==> src/rtl/multicycle_pkg.sv <==
// Shared encodings for the multicycle control FSM.
// MULTICYCLE_CONTROL_TRAP_EN adds the sticky TRAP state.
package multicycle_pkg;

    typedef enum logic [3:0] {
        ST_FETCH  = 4'd0,
        ST_DECODE = 4'd1,
        ST_MEMADR = 4'd2,
        ST_MEMRD  = 4'd3,
        ST_MEMWB  = 4'd4,
        ST_MEMWR  = 4'd5,
        ST_EXEC_R = 4'd6,
        ST_EXEC_I = 4'd7,
        ST_ALUWB  = 4'd8,
        ST_BRANCH = 4'd9
`ifdef MULTICYCLE_CONTROL_TRAP_EN
        , ST_TRAP = 4'd10
`endif
    } state_e;

    localparam logic [6:0] OP_LOAD   = 7'b0000011;
    localparam logic [6:0] OP_STORE  = 7'b0100011;
    localparam logic [6:0] OP_RTYPE  = 7'b0110011;
    localparam logic [6:0] OP_ITYPE  = 7'b0010011;
    localparam logic [6:0] OP_BRANCH = 7'b1100011;

    localparam logic [1:0] ALU_ADD   = 2'b00;
    localparam logic [1:0] ALU_SUB   = 2'b01;
    localparam logic [1:0] ALU_FUNCT = 2'b10;

    localparam logic [1:0] SRCB_RS2  = 2'b00;
    localparam logic [1:0] SRCB_FOUR = 2'b01;
    localparam logic [1:0] SRCB_IMM  = 2'b10;
    localparam logic [1:0] SRCB_BOFF = 2'b11;

    localparam logic PCSRC_ALU    = 1'b0;
    localparam logic PCSRC_ALUOUT = 1'b1;

    typedef enum logic [2:0] {
        CL_LOAD,
        CL_STORE,
        CL_RTYPE,
        CL_ITYPE,
        CL_BRANCH,
        CL_OTHER
    } iclass_e;

    typedef struct packed {
        logic       pcWrite;
        logic       irWrite;
        logic       iorD;
        logic       memRead;
        logic       memWrite;
        logic       memtoReg;
        logic       regWrite;
        logic       aluSrcA;
        logic [1:0] aluSrcB;
        logic [1:0] aluOp;
        logic       pcSrc;
        logic       retire;
    } ctl_t;

endpackage

==> src/rtl/multicycle_control_opcode_class.sv <==
// Maps the IR opcode field to an instruction class.
module opcode_class
    import multicycle_pkg::*;
(
    input  logic [6:0] opcode_i,
    output iclass_e    iclass_o
);

    always_comb begin
        iclass_o = CL_OTHER;
        unique case (opcode_i)
            OP_LOAD:   iclass_o = CL_LOAD;
            OP_STORE:  iclass_o = CL_STORE;
            OP_RTYPE:  iclass_o = CL_RTYPE;
            OP_ITYPE:  iclass_o = CL_ITYPE;
            OP_BRANCH: iclass_o = CL_BRANCH;
            default:   iclass_o = CL_OTHER;
        endcase
    end

endmodule

==> src/rtl/multicycle_control.sv <==
// Multicycle RISC-V control FSM; MULTICYCLE_CONTROL_TRAP_EN
// turns unknown opcodes into a sticky TRAP instead of a nop.
module multicycle_control
    import multicycle_pkg::*;
(
    input  logic       clock,
    input  logic       reset,
    input  logic [6:0] opcode,
    input  logic       zero,
    input  logic       memReady,
    output logic       pcWrite,
    output logic       irWrite,
    output logic       iorD,
    output logic       memRead,
    output logic       memWrite,
    output logic       memtoReg,
    output logic       regWrite,
    output logic       aluSrcA,
    output logic [1:0] aluSrcB,
    output logic [1:0] aluOp,
    output logic       pcSrc,
    output logic       retire,
    output logic [3:0] state,
    output logic       illegal
);

    state_e  state_q, state_d;
    iclass_e iclass;
    ctl_t    ctl;

    opcode_class u_class (
        .opcode_i (opcode),
        .iclass_o (iclass)
    );

    always_ff @(posedge clock) begin
        if (!reset) state_q <= ST_FETCH;
        else        state_q <= state_d;
    end

    always_comb begin
        ctl     = '0;
        state_d = state_q;
        unique case (state_q)
            ST_FETCH: begin
                ctl.memRead = 1'b1;
                ctl.aluSrcB = SRCB_FOUR;
                ctl.aluOp   = ALU_ADD;
                ctl.irWrite = memReady;
                ctl.pcWrite = memReady;
                if (memReady) state_d = ST_DECODE;
            end
            ST_DECODE: begin
                ctl.aluSrcB = SRCB_BOFF;
                ctl.aluOp   = ALU_ADD;
                unique case (iclass)
                    CL_LOAD, CL_STORE: state_d = ST_MEMADR;
                    CL_RTYPE:          state_d = ST_EXEC_R;
                    CL_ITYPE:          state_d = ST_EXEC_I;
                    CL_BRANCH:         state_d = ST_BRANCH;
                    default: begin
`ifdef MULTICYCLE_CONTROL_TRAP_EN
                        state_d = ST_TRAP;
`else
                        ctl.retire = 1'b1;
                        state_d    = ST_FETCH;
`endif
                    end
                endcase
            end
            ST_MEMADR: begin
                ctl.aluSrcA = 1'b1;
                ctl.aluSrcB = SRCB_IMM;
                ctl.aluOp   = ALU_ADD;
                state_d = (iclass == CL_LOAD) ? ST_MEMRD : ST_MEMWR;
            end
            ST_MEMRD: begin
                ctl.memRead = 1'b1;
                ctl.iorD    = 1'b1;
                if (memReady) state_d = ST_MEMWB;
            end
            ST_MEMWB: begin
                ctl.regWrite = 1'b1;
                ctl.memtoReg = 1'b1;
                ctl.retire   = 1'b1;
                state_d      = ST_FETCH;
            end
            ST_MEMWR: begin
                ctl.memWrite = 1'b1;
                ctl.iorD     = 1'b1;
                ctl.retire   = memReady;
                if (memReady) state_d = ST_FETCH;
            end
            ST_EXEC_R: begin
                ctl.aluSrcA = 1'b1;
                ctl.aluSrcB = SRCB_RS2;
                ctl.aluOp   = ALU_FUNCT;
                state_d     = ST_ALUWB;
            end
            ST_EXEC_I: begin
                ctl.aluSrcA = 1'b1;
                ctl.aluSrcB = SRCB_IMM;
                ctl.aluOp   = ALU_FUNCT;
                state_d     = ST_ALUWB;
            end
            ST_ALUWB: begin
                ctl.regWrite = 1'b1;
                ctl.retire   = 1'b1;
                state_d      = ST_FETCH;
            end
            ST_BRANCH: begin
                ctl.aluSrcA = 1'b1;
                ctl.aluSrcB = SRCB_RS2;
                ctl.aluOp   = ALU_SUB;
                ctl.pcSrc   = PCSRC_ALUOUT;
                ctl.pcWrite = ~zero;
                ctl.retire  = 1'b1;
                state_d     = ST_FETCH;
            end
`ifdef MULTICYCLE_CONTROL_TRAP_EN
            ST_TRAP: state_d = ST_TRAP;
`endif
            default: state_d = ST_FETCH;
        endcase
    end

    // Reset masks every control so nothing fires while held.
    assign {pcWrite, irWrite, iorD, memRead, memWrite, memtoReg,
            regWrite, aluSrcA, aluSrcB, aluOp, pcSrc, retire}
        = reset ? ctl : '0;

    assign state = state_q;

`ifdef MULTICYCLE_CONTROL_TRAP_EN
    logic illegal_q, illegal_d;

    assign illegal_d = illegal_q | (state_d == ST_TRAP);

    always_ff @(posedge clock) begin
        if (!reset) illegal_q <= 1'b0;
        else        illegal_q <= illegal_d;
    end

    assign illegal = illegal_q & reset;
`else
    assign illegal = 1'b0;
`endif

endmodule
==> config.mk <==
export PLATFORM = sky130hd
export DESIGN_NAME = multicycle_control
export DESIGN_NICKNAME = d
export VERILOG_FILES = /design/src/rtl/multicycle_pkg.sv /design/src/rtl/multicycle_control_opcode_class.sv /design/src/rtl/multicycle_control.sv
export SDC_FILE = /design/constraint.sdc
export NUM_CORES = 1
export LEC_CHECK = 0
export CORE_MARGIN = 4
export CORE_UTILIZATION = 35
export DETAILED_ROUTE_END_ITERATION = 16
export GPL_TIMING_DRIVEN = 0
export PLACE_DENSITY = 0.75
export SLEW_MARGIN = 30
export SYNTH_ARGS = -nofsm -noshare
export SYNTH_HDL_FRONTEND = slang
export SYNTH_SLANG_ARGS = --single-unit
==> constraint.sdc <==
create_clock -name clock -period 1.9 [get_ports clock]
set_input_delay 0.38 -clock clock [delete_from_list [all_inputs] [get_ports clock]]
set_output_delay 0.38 -clock clock [all_outputs]
set_load 0.005 [all_outputs]
After elaboration in Yosys (flattened, before gate mapping)
Cells that the tools add are included.

operators by class
  bitwise gates (word level) = 1
  reductions and logical operators = 11
  equal/unequal tests = 21
  mux-type cells = 20

operator list
  cell                                           count
  case mux 4 bit (6 select lines)                2
  == test 4 x 3 -> 1 bit, second input constant  4
  case mux 4 bit (4 select lines)                1
  case mux 3 bit (5 select lines)                1
  == test 7 x 6 -> 1 bit, second input constant  2
  2-to-1 mux 14 bit                              1
  2-to-1 mux 4 bit                               3
  OR reduction 2 bit                             5
  2-to-1 mux 1 bit                               9
  == test 4 x 2 -> 1 bit, second input constant  2
  == test 4 bit, second input constant           2
  == test 7 x 2 -> 1 bit, second input constant  1
  == test 7 x 5 -> 1 bit, second input constant  1
  == test 7 bit, second input constant           1
  == test 3 x 2 -> 1 bit, second input constant  2
  != test 2 bit, second input constant           3
  OR reduction 5 bit                             1
  == test 4 x 1 -> 1 bit, second input constant  1
  zero test 4 bit                                1
  OR reduction 4 bit                             1
  == test 3 x 1 -> 1 bit, second input constant  1
  == test 3 bit, second input constant           1
  zero test 3 bit                                1
  2-to-1 mux 3 bit                               1
  other kinds (5)                                5

word-level totals
  output and inout port bits = 19
  register bits = 4
  bits of input ports = 11
  logic and storage cells = 54

Longest topological paths before layout
Gate-level depths: netlist of run 1.

  depth in word-level cells = 7
  gate-level depth with buffers = 5
  gate-level depth less buffers = 4

By module
From an unflattened synthesis of run 1, not the netlist that was laid out.

second synthesis, totals
  cells, all modules = 79
  area, all modules = 560.5 um^2

by module, submodules not included
  module              cells an instance  instances  area each (um^2)  seq. area each (um^2)
  multicycle_control  70                 1          505.5             80.1
  opcode_class        9                  1          55.1              0.0

Worst setup path before layout of run 1
Ideal clock, no wire load.

  path type = reg2out
  start = register state_q[3], in the netlist state[3]
  end = output aluSrcA
  buffers on the path = 1
  path slack = 0.268 ns
  arrival = 1.252 ns
  cell stages (with the launch flop) = 4
  required time = 1.520 ns
  cells stage by stage = dfxtp_1 clkbuf_1 or3b_2 a21boi_1

on the way
  cells in the longest elaborated chain, start to end = 4
  elaborated cells between the ends (all ways) = 7
  those cells by class = eq/ne: 4; mux: 2; reduce/logical: 1

ends and longest elaborated chain
  what                                         line                       RTL
  start: declaration                           multicycle_control.sv:27   state_e state_q, state_d;
  start signal: assignment                     multicycle_control.sv:38   else state_q <= state_d;
  == test 4 bit, or another cell as far along  multicycle_control.sv:44   unique case (state_q)
  OR reduction 4 bit (no line) *               -
  2-to-1 mux 1 bit *                           multicycle_control.sv:44
  2-to-1 mux 14 bit *                          multicycle_control.sv:130  = reset ? ctl : '0;
  end: declaration                             multicycle_control.sv:18   output logic aluSrcA,

Mark *: on every way between the ends. The rest lies on a longest branch, timed or not.

Final worst setup path of run 1
  start = register state_q[2], in the netlist state[2]
  end = output retire

on the way
  cells in the longest elaborated chain, start to end = 4
  elaborated cells between the ends (all ways) = 8
  those cells by class = eq/ne: 5; mux: 2; reduce/logical: 1

ends and longest elaborated chain
  what                                                            line                       RTL
  == test 4 bit / == test 4 x 3 -> 1 bit (equally long branches)  multicycle_control.sv:44
  OR reduction 3 bit (no line)                                    -
  case mux 1 bit (3 select lines) *                               multicycle_control.sv:44
  2-to-1 mux 14 bit *                                             multicycle_control.sv:130
  end: declaration                                                multicycle_control.sv:22   output logic retire,

Marks and branches as above.

==> results.yml, run 1 <==
routing:
  antenna_left: 0
  vias: 742
  drt_first_pass_iters: 4
  wl_mm: 1.985
  avgRoutedWirePerCell_um: 14.49
  via_per_inst: 5.416
  drc: 0
  drt_iter0_markers: 12
layout:
  drive_above_1_share_pct: 41.32
  final_cells: 137
  area_growth_pct: 96.83
  antenna_cells: 0
  nFillCells: 113
  layout.nets: 134
  final_core_util_pct: 72.09
  largest_reg_flops: 4
setup_path:
  crit_buf_inv: 2
  worst_path_max_delay_cell: "or4b_4"
  path_cells: "buf_6 > or4b_4 > o22ai_2 > and2_1 > buf_2"
  endpoint_kind: "output pin"
  crit_required_ns: 1.52
  cp_top_family: "simple AND/OR/NAND/NOR gates"
  critPathLaunchType: "register"
  cp_slowest_stage_delay_ns: 0.49
  critPathKind: "register to output pin"
  cp_max_fo: 5
  arrival_ns: 1.58
sta:
  tightest_slew_ns: 0.5343
  slew_violations: 0
  rsz0062_at_grt: "true"
  finalSetupViolCount: 1
  hold_viol_final: 0
  fin_crit_sh_pct: 103.4
  fin_skew_ns: 0.002044
  setup_ws_ns: -0.06471
  maxSlewHeadroom_pct: 63.88
  post-route-min-period_ns: 1.965
  fin_hold_ws_ns: 0.5691
  clock.fmax_ghz: 0.5090
synthesis:
  yosys.area_share.simple_pct: 46.71
  synth_warnings: 0
  syn_nets: 92
  synth-compound-area-share_pct: 24.49
  netlist-cell-type-count: 35
  synth-seq-cells: 4
  synth_top_family_by_area: "simple AND/OR/NAND/NOR gates"
  synthXorXnorAreaFrac_pct: 4.762
  synth_seq_area_share_pct: 14.51
  synth_area_um2: 551.8
  synthArstFlopShare_pct: 0
  avgSynthCellArea_um2: 6.812
  synth.area.mux_share_pct: 0
  syn_inst: 81
  synthFlopType: "dfxtp_1"
  synthAdderAreaFrac_pct: 0
  synth_edf_count: 0
placed_design:
  dp_hpwl_mm: 1.323
  place_congestion: 0.8195
  pre_cts_ws_ns: -0.6520
  port_buffers: 28
  dp.cells: 125
global_routing:
  grt_usage_pct: 18.93
  grt_overflow: 0
  grt_pass1_wl_mm: 3.118
  met3_usage_pct: 2.632
  grt.met1_usage_pct: 21.78
  grt_pass1_vias: 737
  globalRouteMet2Util_pct: 34.30
  busiest_layer: "met2"
  grt_max_degree: 11
  antenna_found_initial: 0
floorplanning:
  core_area_um2: 1506
  core.rowCount: 14
  ios: 30
  die_h_um: 47.71
  dieArea_um2: 2276
  initial_core_util_pct: 36.63
  die_width_um: 47.71
status:
  violations: "negative setup slack"
  status: "complete, but fails checks"
pwr:
  p_per_area_nw_per_um2: 272.3
  vdd_drop_max_mv: 0.2702
  p_total_w: 0.0002958
  cellLeakagePower_nw: 0.4914
clocking:
  h-tree-depth: 1
  clock_sinks: 4
  clk_pin_slew_ns: 0.04
  root_buffer: "clkbuf_4"
  clock_latency_ns: 0.23
  clockBufferDepth: 2
  tritoncts: "built"
  cts_buffers: 3
  cts_hold_buf: 0
flow_run:
  cap_viol_max_count: 0
min_path:
  hold_path.class: "input pin to register"
[area by class of cell]
type	count	area [um^2]	area share, %
timing repair buffer	38	326.6	30.07
multi-input combinational	66	520.5	47.93
inverter	3	11.26	1.037
buffer	7	92.59	8.525
clock buffer	3	22.52	2.074
sequential	4	92.59	8.525
tap	16	20.02	1.843
[repair_timing]
action | CTS | global route
pin swaps | 6 | 8
endpoints found under the hold margin | 0 | 0
resized for setup | 57 | 19
buffers inserted | 9 | 1
endpoints found under the setup margin | 14 | 8
[report_power, final]
| part | switching (W) | total (W) | leakage (nW) | internal [W] |
|---|---|---|---|---|
| sequential | 0.00000327 | 0.0000860 | 0.0352 | 0.0000827 |
| clock | 0.0000295 | 0.0000997 | 0.0138 | 0.0000703 |
| combinational | 0.0000488 | 0.000110 | 0.442 | 0.0000612 |
| total | 0.0000816 | 0.000296 | 0.491 | 0.000214 |
[cell families after synthesis]
group / Yosys count
xor+xnor: 3
flops: 4
simple gates: 43
other cells: 1
compound gates: 19
buf+inv: 11
[metal layers]
metal | wire length, um | part of all wire (%)
met5 | 0 | 0
met4 | 0 | 0
met3 | 109 | 5.5
met2 | 1062 | 54
met1 | 814 | 41
[synthesized netlist by cell type, types with 2 or more instances]
master / number / area (um^2)
nand2b_1: 6 / 37.54
nand3_1: 2 / 10.01
o22ai_1: 4 / 25.02
a21oi_1: 3 / 15.01
nor4_1: 2 / 12.51
dfxtp_1: 4 / 80.08
xor2_1: 2 / 17.52
buf_4: 2 / 15.01
clkbuf_1: 6 / 22.52
o21a_1: 2 / 15.01
and4_1: 2 / 17.52
nand3b_1: 2 / 15.01
nor3b_1: 2 / 15.01
nor2_1: 10 / 37.54
nor3_1: 4 / 20.02
a31oi_1: 2 / 12.51
nand2_1: 4 / 15.01
inv_1: 3 / 11.26
nor2b_1: 3 / 18.77
[stage by stage]
stage,setup TNS (ns),area [um^2]
2_1_floorplan,0,551.8
3_3_place_gp,-5.840,852.1
3_5_place_dp,-6.131,852.1
4_1_cts,-0.2830,1035
5_1_grt,-0.2313,1086
6_report,-0.06471,1086
[worst reg2reg max path, cell delays in order, from the launching register on]
cell and delay [ns]:
dfxtp_4 0.33, buf_6 0.12, or4b_4 0.49, buf_4 0.15
nor3_2 0.13, o22ai_1 0.11, a211oi_2 0.24
[cells in the final DEF (no fill, tap or decap), types with 2 or more instances in the layout]
master	count
o21a_1	2
clkdlybuf4s50_1	11
o22ai_1	3
nand2b_1	4
buf_6	2
clkbuf_8	3
and4_1	2
a21oi_2	3
a31oi_1	2
nand3b_1	2
dfxtp_4	3
clkbuf_2	3
nand3_1	2
xor2_1	2
inv_1	3
nand2_1	3
buf_4	10
nor2_1	9
nor3_1	4
dlygate4sd2_1	9
buf_2	2
clkbuf_4	4
[path summary, 6_finish.rpt]
check                start  endpoint  slack [ns]  cells after the start
hold reg to reg   state[0]  state[1]        0.69                      4
hold / removal    memReady  state[0]        0.57                      2
setup reg to reg  state[2]  state[2]        0.23                      6
setup / recovery  state[2]    retire       -0.06                      5
No activity file was read; power rests on OpenSTA's default activity.
==> run 2: changes to the inputs <==
- CORE_MARGIN: 4 -> 8
- REMOVE_ABC_BUFFERS: not set -> 1
==> run 2 against run 1 <==
  * The flow still finishes with violations (negative setup slack)
  * Die area increased by 36%
  * Fmax decreased by 1.4%
  * Critical endpoint unchanged
  * Clock skew increased by 0.015 ns
  * Highest routed layer is now met4
  * Via count increased by 14%
  * Sequential power decreased by 2%
==> results.yml, run 2 (synthesis results as in run 1) <==
setup_path:
  ff2ff_setup_slack_ns: -0.02
  cp_max_fo: 4
  critPathLaunchType: "register"
  arrival_ns: 1.61
  path_cells: "buf_6 > or4b_4 > o22ai_2 > and2_1 > buf_2"
  crit_required_ns: 1.52
  endpoint_kind: "output pin"
  cp_top_family: "simple AND/OR/NAND/NOR gates"
  cp_slowest_stage_delay_ns: 0.48
  worst_path_max_delay_cell: "or4b_4"
  crit_buf_inv: 2
  critPathKind: "register to output pin"
sta:
  slew_violations: 0
  maxSlewHeadroom_pct: 57.44
  rsz0062_at_grt: "true"
  finalSetupViolCount: 3
  fin_crit_sh_pct: 104.9
  clock.fmax_ghz: 0.5019
  hold_viol_final: 0
  setup_tns_ns: -0.1399
  post-route-min-period_ns: 1.992
  fin_hold_ws_ns: 0.5011
  fin_skew_ns: 0.01743
  setup_ws_ns: -0.09236
  tightest_slew_ns: 0.6295
pwr:
  vdd_drop_max_mv: 0.1984
  cellLeakagePower_nw: 0.5898
  p_per_area_nw_per_um2: 256.0
global_routing:
  grt_max_degree: 13
  grt_usage_pct: 15.39
  grt_pass1_vias: 821
  grt_overflow: 0
  grt_pass1_wl_mm: 3.988
  antenna_found_initial: 0
layout:
  final_cell_mix: "buf_4 (18), dlygate4sd2_1 (11), clkdlybuf4s50_1 (10), nor2_1 (9), buf_6 (8)"
  layout.nets: 146
  mostFrequentLayoutCell: "buf_4"
  largest_reg_flops: 4
  final_core_util_pct: 81.34
  antenna_cells: 0
  drive_above_1_share_pct: 46.62
  fin_area_um2: 1211
  area_growth_pct: 119.5
  nFillCells: 95
status:
  violations: "negative setup slack"
  status: "complete, but fails checks"
placed_design:
  place_congestion: 0.7610
  placed_cell_area_um2: 814.5
  pre_cts_ws_ns: -0.6209
  port_buffers: 28
  dp_hpwl_mm: 1.306
routing:
  avgRoutedWirePerCell_um: 20.23
  vias: 849
  via_per_inst: 5.698
  antenna_left: 0
  wl_met1_mm: 1.214
  wl_mm: 3.014
  dr_wl_met3_um: 99
  topRoutingLayerUsed: "met4"
  drt_first_pass_iters: 4
  wl_met2_mm: 1.625
  drt_iter0_markers: 41
  drc: 0
clocking:
  clock_sinks: 4
  tritoncts: "built"
  root_buffer: "clkbuf_4"
  h-tree-depth: 1
  clock_latency_ns: 0.25
  cts_buffers: 3
  cts_hold_buf: 0
  clk_pin_slew_ns: 0.05
  clockBufferDepth: 2
floorplanning:
  ios: 30
  die_h_um: 55.71
  core_area_um2: 1489
  initial_core_util_pct: 37.06
  dieArea_um2: 3103
  core.rowCount: 14
  die_width_um: 55.71
flow_run:
  cap_viol_max_count: 0
min_path:
  hold_path.class: "input pin to register"
## run 2: final timing paths
check | startpoint | endpoint | cells past startpoint
hold reg to reg | state[0] | state[1] | 4
setup reg to reg | state[2] | state[2] | 6
setup / recovery | state[2] | retire | 5
hold / removal | reset | state[3] | 2
## run 2: worst reg2reg max path, cell delays in order (launching register included)
cell and delay [ns]:
dfxtp_4 0.36, buf_6 0.13, buf_4 0.15, nor4b_1 0.59, o31a_1 0.25, o22ai_1 0.11
a211oi_2 0.25
## run 2: final cells by class
| type | instances | area, um^2 | share of cell area, % |
|---|---|---|---|
| clock buffer | 3 | 22.52 | 1.860 |
| inverter | 3 | 11.26 | 0.9298 |
| sequential | 4 | 95.09 | 7.851 |
| tap | 16 | 20.02 | 1.653 |
| multi-input combinational | 66 | 535.5 | 44.21 |
| timing repair buffer | 57 | 526.8 | 43.49 |
## run 2: power breakdown
| part | internal [W] | switching, W | total [W] |
|---|---|---|---|
| logic | 0.0000575 | 0.0000542 | 0.000112 |
| clock network | 0.0000712 | 0.0000431 | 0.000114 |
| registers | 0.0000811 | 0.00000300 | 0.0000841 |
## run 2: through the flow
| stage | instances | total power (W) |
|---|---|---|
| after global placement | 117 | 0.0001743 |
| after CTS | 145 | 0.0002905 |
| final | 149 | 0.0003101 |
| after floorplan | 73 | 0.0001252 |
| after detailed placement | 117 | 0.0001764 |
| after global routing | 149 | 0.0003206 |
## run 2: layer usage
metal	up-vias	GRT usage, %
met5	-	0
met4	0	8.803
met3	8	2.968
met2	33	26.76
met1	411	16.77
li1	397	-
## run 2: repair_timing
action                                  4_1_cts  5_1_grt
buffers inserted                             25        5
endpoints found under the setup margin       16        8
hold endpoints to repair                      0        0
pin swaps                                     6        6
gates cloned                                  0        0
gates resized for setup                      50       24
==> run 3: changes to the inputs <==
- PLACE_DENSITY: 0.75 -> 0.85
- REMOVE_ABC_BUFFERS: 1 -> not set
==> run 3 against run 2 <==
  * The flow still finishes with violations (negative setup slack)
  * Count of clock-buffer cells in the layout is the same
  * Clock power shrank 15%
  * Critical endpoint is now aluOp[1]
  * Clock skew shrank 0.016 ns
  * Largest power group is now combinational logic
  * Die area is the same
  * Fmax grew 3.6%
  * Cell count shrank 3.4%
  * Global-route usage grew 0.65 points
  * Wire length shrank 13%
==> results.yml, run 3 (synthesis results as in run 1) <==
status:
  status: "complete, but fails checks"
  violations: "negative setup slack"
sta:
  setup_tns_ns: -0.02287
  rsz0062_at_grt: "true"
  post-route-min-period_ns: 1.923
  clock.fmax_ghz: 0.5201
  fin_skew_ns: 0.001064
  fin_crit_sh_pct: 101.2
  finalSetupViolCount: 1
  slew_violations: 0
  setup_ws_ns: -0.02287
  hold_viol_final: 0
routing:
  wl_mm: 2.623
  drc: 0
  via_per_inst: 5.667
  drt_first_pass_iters: 4
  avgRoutedWirePerCell_um: 18.22
  vias: 816
  drt_iter0_markers: 29
  antenna_left: 0
layout:
  area_growth_pct: 109.1
  drive_above_1_share_pct: 45.31
  mostFrequentLayoutCell: "buf_4"
  antenna_cells: 0
  fin_area_um2: 1154
  final_cell_mix: "buf_4 (18), clkdlybuf4s50_1 (11), nor2_1 (9), dlygate4sd2_1 (9)"
  largest_reg_flops: 4
  layout.nets: 141
placed_design:
  port_buffers: 28
  placed_cell_area_um2: 852.1
  dp_hpwl_mm: 1.361
  place_congestion: 0.8836
setup_path:
  endpoint_kind: "output pin"
  crit_required_ns: 1.52
  cp_max_fo: 8
  critPathLaunchType: "register"
  critPathKind: "register to output pin"
  arrival_ns: 1.54
pwr:
  p_per_area_nw_per_um2: 261.1
  p_total_w: 0.0003012
  vdd_drop_max_mv: 0.2964
  cellLeakagePower_nw: 0.5221
floorplanning:
  ios: 30
  core_area_um2: 1489
  die_h_um: 55.71
  dieArea_um2: 3103
  initial_core_util_pct: 37.06
  die_width_um: 55.71
  core.rowCount: 14
global_routing:
  grt_max_degree: 11
  grt_usage_pct: 16.04
  antenna_found_initial: 0
  grt_overflow: 0
  grt_pass1_vias: 850
  grt_pass1_wl_mm: 4.271
flow_run:
  cap_viol_max_count: 0
clocking:
  tritoncts: "built"
  clock_sinks: 4
  clockBufferDepth: 2
  clock_latency_ns: 0.22
  clk_pin_slew_ns: 0.03
  h-tree-depth: 1
  cts_buffers: 3
  root_buffer: "clkbuf_4"
min_path:
  hold_path.class: "input pin to register"
==> run 3: final timing paths <==
| path | end | cells after the start | startpoint | slack (ns) |
|---|---|---|---|---|
| setup / recovery | aluOp[1] | 3 | state[3] | -0.02 |
| hold / removal | state[0] | 2 | memReady | 0.63 |
| setup reg to reg | state[0] | 11 | state[2] | 0.09 |
| hold reg to reg | state[2] | 2 | state[3] | 0.72 |
==> run 3: cell type report <==
type                       instances  area [um^2]
timing repair buffer              45        380.4
buffer                             7        88.84
inverter                           3        11.26
tap                               16        20.02
sequential                         4        92.59
clock buffer                       3        22.52
multi-input combinational         66        538.0
fill                              94        335.3
==> run 3: per-layer routing <==
metal  wire (um)  vias to the layer above  GRT usage [%]
li1            -                      383              -
met1        1048                      388          17.44
met2        1346                       41          27.40
met3         202                        4          5.479
met4          25                        0          6.690
met5           0                        -              0
==> run 3: power by group <==
part	switching, W	leakage [nW]	internal (W)
Combinational	0.0000538	0.473	0.0000640
Sequential	0.00000347	0.0352	0.0000828
Clock	0.0000272	0.0138	0.0000701
==> run 3: repair_timing <==
item / CTS / global route
gates resized for setup: 59 / 17
cloned: 0 / 0
pin swaps: 4 / 9
hold buffers: 0 / 0
hold endpoints to repair: 0 / 0
endpoints found under the setup margin: 14 / 9
setup buffers: 14 / 3
==> run 3: critical path, stage by stage (launching register included) <==
cell and delay [ns]:
dfxtp_4 0.36, nand2b_2 0.27, nor2_1 0.17, clkdlybuf4s50_1 0.52
==> run 3: through the flow <==
stage / worst slack (ns) / util, % / hold WS [ns] / std cells
after CTS: -0.1088 / 72.27 / 0.5796 / 141
final: -0.02287 / 77.48 / 0.6303 / 144
after global routing: -0.07345 / 77.48 / 0.6381 / 144
after detailed placement: -0.6838 / 57.23 / 0.7267 / 125
after floorplan: 0.2679 / - / 0.4828 / 81
after global placement: -0.6598 / 57.23 / 0.7170 / 125
